$ cat src/rtl/dot_accumulator.sv
// Dot-product accumulator fed by a fixed-latency multiply-add stage.
// A local valid delay line tags the cycles where c_in carries a term issued LAT cycles earlier.
module dot_accumulator #(
    parameter int LAT   = 2,
    parameter int ACC_W = 40,
    parameter int LEN_W = 16
) (
    input  logic             clk,
    input  logic             reset,
    input  logic             start,
    input  logic [LEN_W-1:0] len,
    input  logic             in_valid,
    input  logic [31:0]      c_in,
    output logic             busy,
    output logic             out_valid,
    input  logic             out_ready,
    output logic [ACC_W-1:0] result,
    output logic             ovf
);

    localparam int SUM_W = ACC_W + 1;

    typedef enum logic [1:0] {
        S_IDLE,
        S_ACCUM,
        S_HOLD
    } state_t;

    state_t             r_state;
    state_t             w_next;
    logic [LAT-1:0]     r_vpipe;
    logic [ACC_W-1:0]   r_acc;
    logic [LEN_W-1:0]   r_cnt;
    logic [LEN_W-1:0]   r_len;
    logic               r_ovf;

    logic               w_tag;
    logic               w_accept;
    logic               w_add;
    logic [LEN_W-1:0]   w_cnt_inc;
    logic [SUM_W-1:0]   w_sum;

    assign w_tag     = r_vpipe[LAT-1];
    assign w_accept  = start && ((r_state == S_IDLE) || ((r_state == S_HOLD) && out_ready));
    assign w_add     = (r_state == S_ACCUM) && w_tag;
    assign w_cnt_inc = r_cnt + LEN_W'(1);
    // Extra top bit of the sum is the carry out of the accumulator.
    assign w_sum     = SUM_W'(r_acc) + SUM_W'(c_in);

    always_ff @(posedge clk) begin
        if (reset) begin
            r_state <= S_IDLE;
        end else begin
            r_state <= w_next;
        end
    end

    // NOTE: default assigned first so every path drives w_next and no latch is inferred.
    always_comb begin
        w_next = r_state;
        case (r_state)
            S_IDLE: begin
                if (start) begin
                    w_next = (len == '0) ? S_HOLD : S_ACCUM;
                end
            end
            S_ACCUM: begin
                if (w_add && (w_cnt_inc == r_len)) begin
                    w_next = S_HOLD;
                end
            end
            S_HOLD: begin
                if (out_ready) begin
                    if (start) begin
                        w_next = (len == '0) ? S_HOLD : S_ACCUM;
                    end else begin
                        w_next = S_IDLE;
                    end
                end
            end
            default: w_next = S_IDLE;
        endcase
    end

    // NOTE: state updates use non-blocking assignments so every register samples pre-edge values.
    always_ff @(posedge clk) begin
        if (reset) begin
            r_vpipe <= '0;
            r_acc   <= '0;
            r_cnt   <= '0;
            r_len   <= '0;
            r_ovf   <= 1'b0;
        end else begin
            r_vpipe <= (r_vpipe << 1) | LAT'(in_valid);
            if (w_accept) begin
                r_acc <= '0;
                r_cnt <= '0;
                r_len <= len;
                r_ovf <= 1'b0;
            end else if (w_add) begin
                r_acc <= w_sum[ACC_W-1:0];
                r_cnt <= w_cnt_inc;
                if (w_sum[ACC_W]) begin
                    r_ovf <= 1'b1;
                end
            end
        end
    end

    assign busy      = (r_state == S_ACCUM);
    assign out_valid = (r_state == S_HOLD);
    assign result    = r_acc;
    assign ovf       = r_ovf;

endmodule
$ cat config.mk
export PLATFORM = sky130hd
export DESIGN_NAME = dot_accumulator
export DESIGN_NICKNAME = d
export VERILOG_FILES = /design/src/rtl/dot_accumulator.sv
export SDC_FILE = /design/constraint.sdc
export NUM_CORES = 1
export LEC_CHECK = 0
export ABC_AREA = 1
export BUFFER_PORTS_ARGS = -buffer_cell sky130_fd_sc_hd__buf_2
export CAP_MARGIN = 30
export CORE_UTILIZATION = 50
export DETAILED_ROUTE_END_ITERATION = 10
export PLACE_DENSITY = 0.72
export SLEW_MARGIN = 0
export SYNTH_ARGS = -nofsm -noshare
export SYNTH_HDL_FRONTEND = slang
export SYNTH_SLANG_ARGS = --single-unit
export TNS_END_PERCENT = 20
$ cat constraint.sdc
create_clock -name clk -period 3.5 [get_ports clk]
set_input_delay 0.875 -clock clk [delete_from_list [all_inputs] [get_ports clk]]
set_output_delay 0.875 -clock clk [all_outputs]
set_load 0.02 [all_outputs]
After elaboration in Yosys (flattened, before gate mapping). Index checks and enable logic that the tools add are counted.

Flip-flop bits (word level): 77. Bits of input ports: 53. Output and inout bits: 43. Logic and storage cells: 31.

Add/subtract/negate cells: 2. Equality and inequality tests: 6. Muxes and demuxes: 6. Bitwise gates (word level): 1. Reductions and logical operators: 10.

Operator list (count): adder 40 x 32 -> 41 bit (1); adder 16 x 1 -> 16 bit, second input constant (1); equality test 16 bit (1); zero test 16 bit (1); two-way mux 2 bit (5); case mux 2 bit (3 select lines) (1); logical AND 1 bit (4); != test 2 x 1 -> 1 bit, second input constant (2); AND reduction 3 bit (1); equality test 2 x 1 -> 1 bit, second input constant (1); equality test 2 bit, second input constant (1); zero test 2 bit (1); != test 2 bit, second input constant (1); bitwise OR 2 x 1 -> 2 bit (1); AND reduction 2 bit (1); OR reduction 2 bit (1); logical OR 1 bit (1).

Logic depth before layout (Yosys ltp).
Depth after elaboration: 5. Mapped depth: 15. Gate-level depth less buffers: 15.

Worst setup path before layout. OpenSTA, ideal clock, no wires.

Path kind: input -> register. Start: input port c_in[0]. End: register r_acc[26] (netlist: result[26]). Arrival: 2.400 ns. Slack: 0.987 ns. Cell stages on the path: 14. Path through: ha_1 > fa_1 > nand2_1 > nand2_1 > o21ai_2 > o21ai_2 > nand2_1 > nand2_1 > a21oi_1 > o21bai_1 > nand2_1 > nand2_1 > o21bai_1 > inv_1.

Longest elaborated chain between the ends: 1.

RTL lines: start: declaration (line 13) `input logic [31:0] c_in,`; adder 40 x 32 -> 41 bit (line 48) `assign w_sum = SUM_W'(r_acc) + SUM_W'(c_in);`; end signal: assignment (line 101) `r_acc <= w_sum[ACC_W-1:0];`; end: declaration (line 32) `logic [ACC_W-1:0] r_acc;`.

Every way passes these cells. A chain may end at the register's enable or synchronous reset.

Worst setup path in the final report.
Start: input port c_in[2]. End: register r_acc[27] (netlist: result[27]).

The elaborated chain is that of the path after synthesis.

==> impl_metrics.ini <==
[flow_run]
cap_violations = 0

[place]
gp_congestion = 0.965
dp_hpwl_mm = 11.6
port_buffers = 95
dpl_cell_area_um2 = 6340

[setup_path]
cp-startpoint = c_in[2]
endpoint_kind = flop
reg2reg_slack_ns = 1.13
path_class = in -> reg
rr_startpoint = result[2]
required_ns = 3.74
cp-endpoint = result[27]
startpoint_type = input pin
cp_max_fo = 5
cp.arrival_ns = 2.90
reg2reg_to = result[27]
reg2reg_depth = 12

[clock_network]
ctsHoldBuffers = 0
cts-resized-gates = 0
numCtsBuffers = 9
cts_buffer_depth = 2
clockRootBuffer = clkbuf_16
htree_levels = 3
clk_latency_ns = 0.35
cts_sinks = 77
cts_tree = yes
postCtsSetupBuffers = 0
path_clk_slew_ns = 0.06

[finish]
antenna_cells = 0
post-route-util = 0.601
syn2layout_area_growth_pct = 15.6
nFillCells = 1118
layout-drive-gt1-share = 0.144
final_nets = 1072
final_cell_area_um2 = 6630

[timing]
finalSetupTns_ns = 0
max_clock_freq_mhz = 376
final.period_utilization = 0.761
setup_violations = 0
slew_viol_final = 0
clock-skew-final_ns = 0.00587
max_slew_margin = 0.629
tightest_slew_ns = 0.551
holdWs_ns = 0.410
hold_viol = 0
rsz0062_at_grt = false
period_needed_ns = 2.66

[yosys]
ys_seq_area_frac = 0.269
yosysWarnings = 0
synthCells = 895
synth_area_per_cell_um2 = 6.41
ys_types = 41
ys_ff_latch = 77
syn-num-nets = 982
synth_area_um2 = 5740

[pwr]
powerDensity_nw_per_um2 = 324
p_leak_nw = 3.34
max-vdd-ir-drop_uv = 344

[global_route]
antenna_found_initial = 0
first_global_vias = 5373
grt_max_degree = 58
grt_usage = 0.273
grt_pass1_wl_mm = 25.3
overflow = 0

[drt]
wl_per_cell_um = 13.2
drt_iter0_drc = 456
via_count = 6007
drc = 0
viasPerCell = 5.32
routed_wirelength_mm = 15.0
dr.pass1.iters = 5
ant_nets = 0

[floorplan]
fp.coreArea_um2 = 11000
die_x_um = 109
start_util = 0.520
ios = 96
row_count = 38
dieArea_um2 = 11900
die_h_um = 109

[outcome]
status = finished clean

[worst_hold_path]
holdCritPathClass = reg -> reg
-- worst max-delay path, cell delays in order --
cell	delay [ns]
buf_2	0.10
ha_1	0.37
nand3_1	0.10
nand2_1	0.21
nand2_1	0.08
nand2_1	0.16
a21boi_2	0.11
o21ai_0	0.47
nand2_1	0.10
nand2_1	0.11
nor2_1	0.05
o21bai_1	0.13
inv_1	0.05
-- kinds of logic (layout without fill, tap and decap cells) --
group | after synthesis | count (layout) | share of synthesized area
buffers and inverters | 157 | 252 | 0.105
adder cells (fa/ha/maj) | 34 | 34 | 0.0755
XOR/XNOR | 23 | 23 | 0.0351
flip-flops | 77 | 77 | 0.269
AO/OA/AOI/OAI | 204 | 204 | 0.221
AND/OR/NAND/NOR | 400 | 400 | 0.295
-- state kept, by name, indices dropped and copies added, names as in the netlist --
register / cells
ovf: 1
r_cnt: 16
r_len: 16
r_state: 2
r_vpipe: 2
result: 40
-- synth_stat cells --
cell	n	area share
ha_1	33	0.072
nand3b_1	4	0.0052
or2_2	3	0.0033
and2_1	1	0.0011
buf_2	8	0.0070
nand2_4	1	0.0020
a21o_1	5	0.0065
o22ai_1	2	0.0022
o21ai_0	60	0.052
inv_1	132	0.086
o211ai_1	11	0.014
a21oi_1	55	0.048
a211oi_1	14	0.018
fa_1	1	0.0035
o21bai_1	21	0.027
nor2_4	4	0.0079
o21bai_2	1	0.0020
a21boi_0	3	0.0039
clkbuf_2	1	0.00087
xnor2_1	6	0.0092
o21ai_2	3	0.0046
a21boi_2	2	0.0039
nand2_2	3	0.0033
nand4_1	8	0.0087
nor2_1	105	0.069
nor3_2	1	0.0017
clkbuf_1	11	0.0072
a31o_1	1	0.0015
a31oi_1	11	0.012
a21oi_2	3	0.0046
nand3_1	56	0.049
nor3_1	4	0.0035
o211ai_4	1	0.0037
buf_4	1	0.0013
xor2_1	17	0.026
dfxtp_1	77	0.27
nand2_1	203	0.13
inv_2	4	0.0026
o211ai_2	1	0.0022
o21a_1	10	0.013
nor4_1	7	0.0076
-- worst min-delay path by stage --
stage | start | to | depth (start not counted)
3_3_place_gp | r_vpipe[0] | r_vpipe[1] | 2
2_1_floorplan | r_vpipe[0] | r_vpipe[1] | 2
5_1_grt | r_vpipe[0] | r_vpipe[1] | 2
4_1_cts | r_vpipe[0] | r_vpipe[1] | 2
6_report | r_vpipe[0] | r_vpipe[1] | 2
3_5_place_dp | r_vpipe[0] | r_vpipe[1] | 2
-- metrics by stage --
stage	total power (W)	worst slack (ns)	std cells
6_report	0.00215	0.837	1130
5_1_grt	0.00226	0.628	1130
4_1_cts	0.00217	0.891	1130
3_5_place_dp	0.00126	0.538	1114
3_3_place_gp	0.00126	0.545	1114
2_1_floorplan	0.00116	0.987	895
-- metal layers --
layer	track usage	wire (um)	vias up
met5	0	0	-
met4	0.0705	214	0
met3	0.0490	1010	17
met2	0.429	6340	173
met1	0.383	7400	2687
li1	-	-	3130
-- cell usage in the layout (no fill, tap or decap), types with 11 or more instances in the layout --
| cell type | netlist | final |
|---|---|---|
| nand2_1 | 203 | 203 |
| inv_1 | 132 | 131 |
| nor2_1 | 105 | 105 |
| buf_2 | 8 | 95 |
| dfxtp_1 | 77 | 77 |
| o21ai_0 | 60 | 60 |
| nand3_1 | 56 | 56 |
| a21oi_1 | 55 | 55 |
| ha_1 | 33 | 33 |
| o21bai_1 | 21 | 21 |
| xor2_1 | 17 | 17 |
| a211oi_1 | 14 | 14 |
| o211ai_1 | 11 | 11 |
| a31oi_1 | 11 | 11 |
-- layout make-up --
cell class	instances	area (um2)	area share
Tap cell	140	175	0.0264
Clock inverter	3	18.8	0.00283
Timing Repair Buffer	100	526	0.0792
Clock buffer	13	270	0.0407
Inverter	136	510	0.0770
Multi-Input combinational cell	661	3590	0.541
Sequential cell	77	1540	0.232
-- report_power, final --
part	total, W	internal [W]	switching, W
logic	0.000316	0.000116	0.000200
clock network	0.000909	0.000537	0.000371
registers	0.000926	0.000906	0.0000205
(Power assumes the default switching activity.)
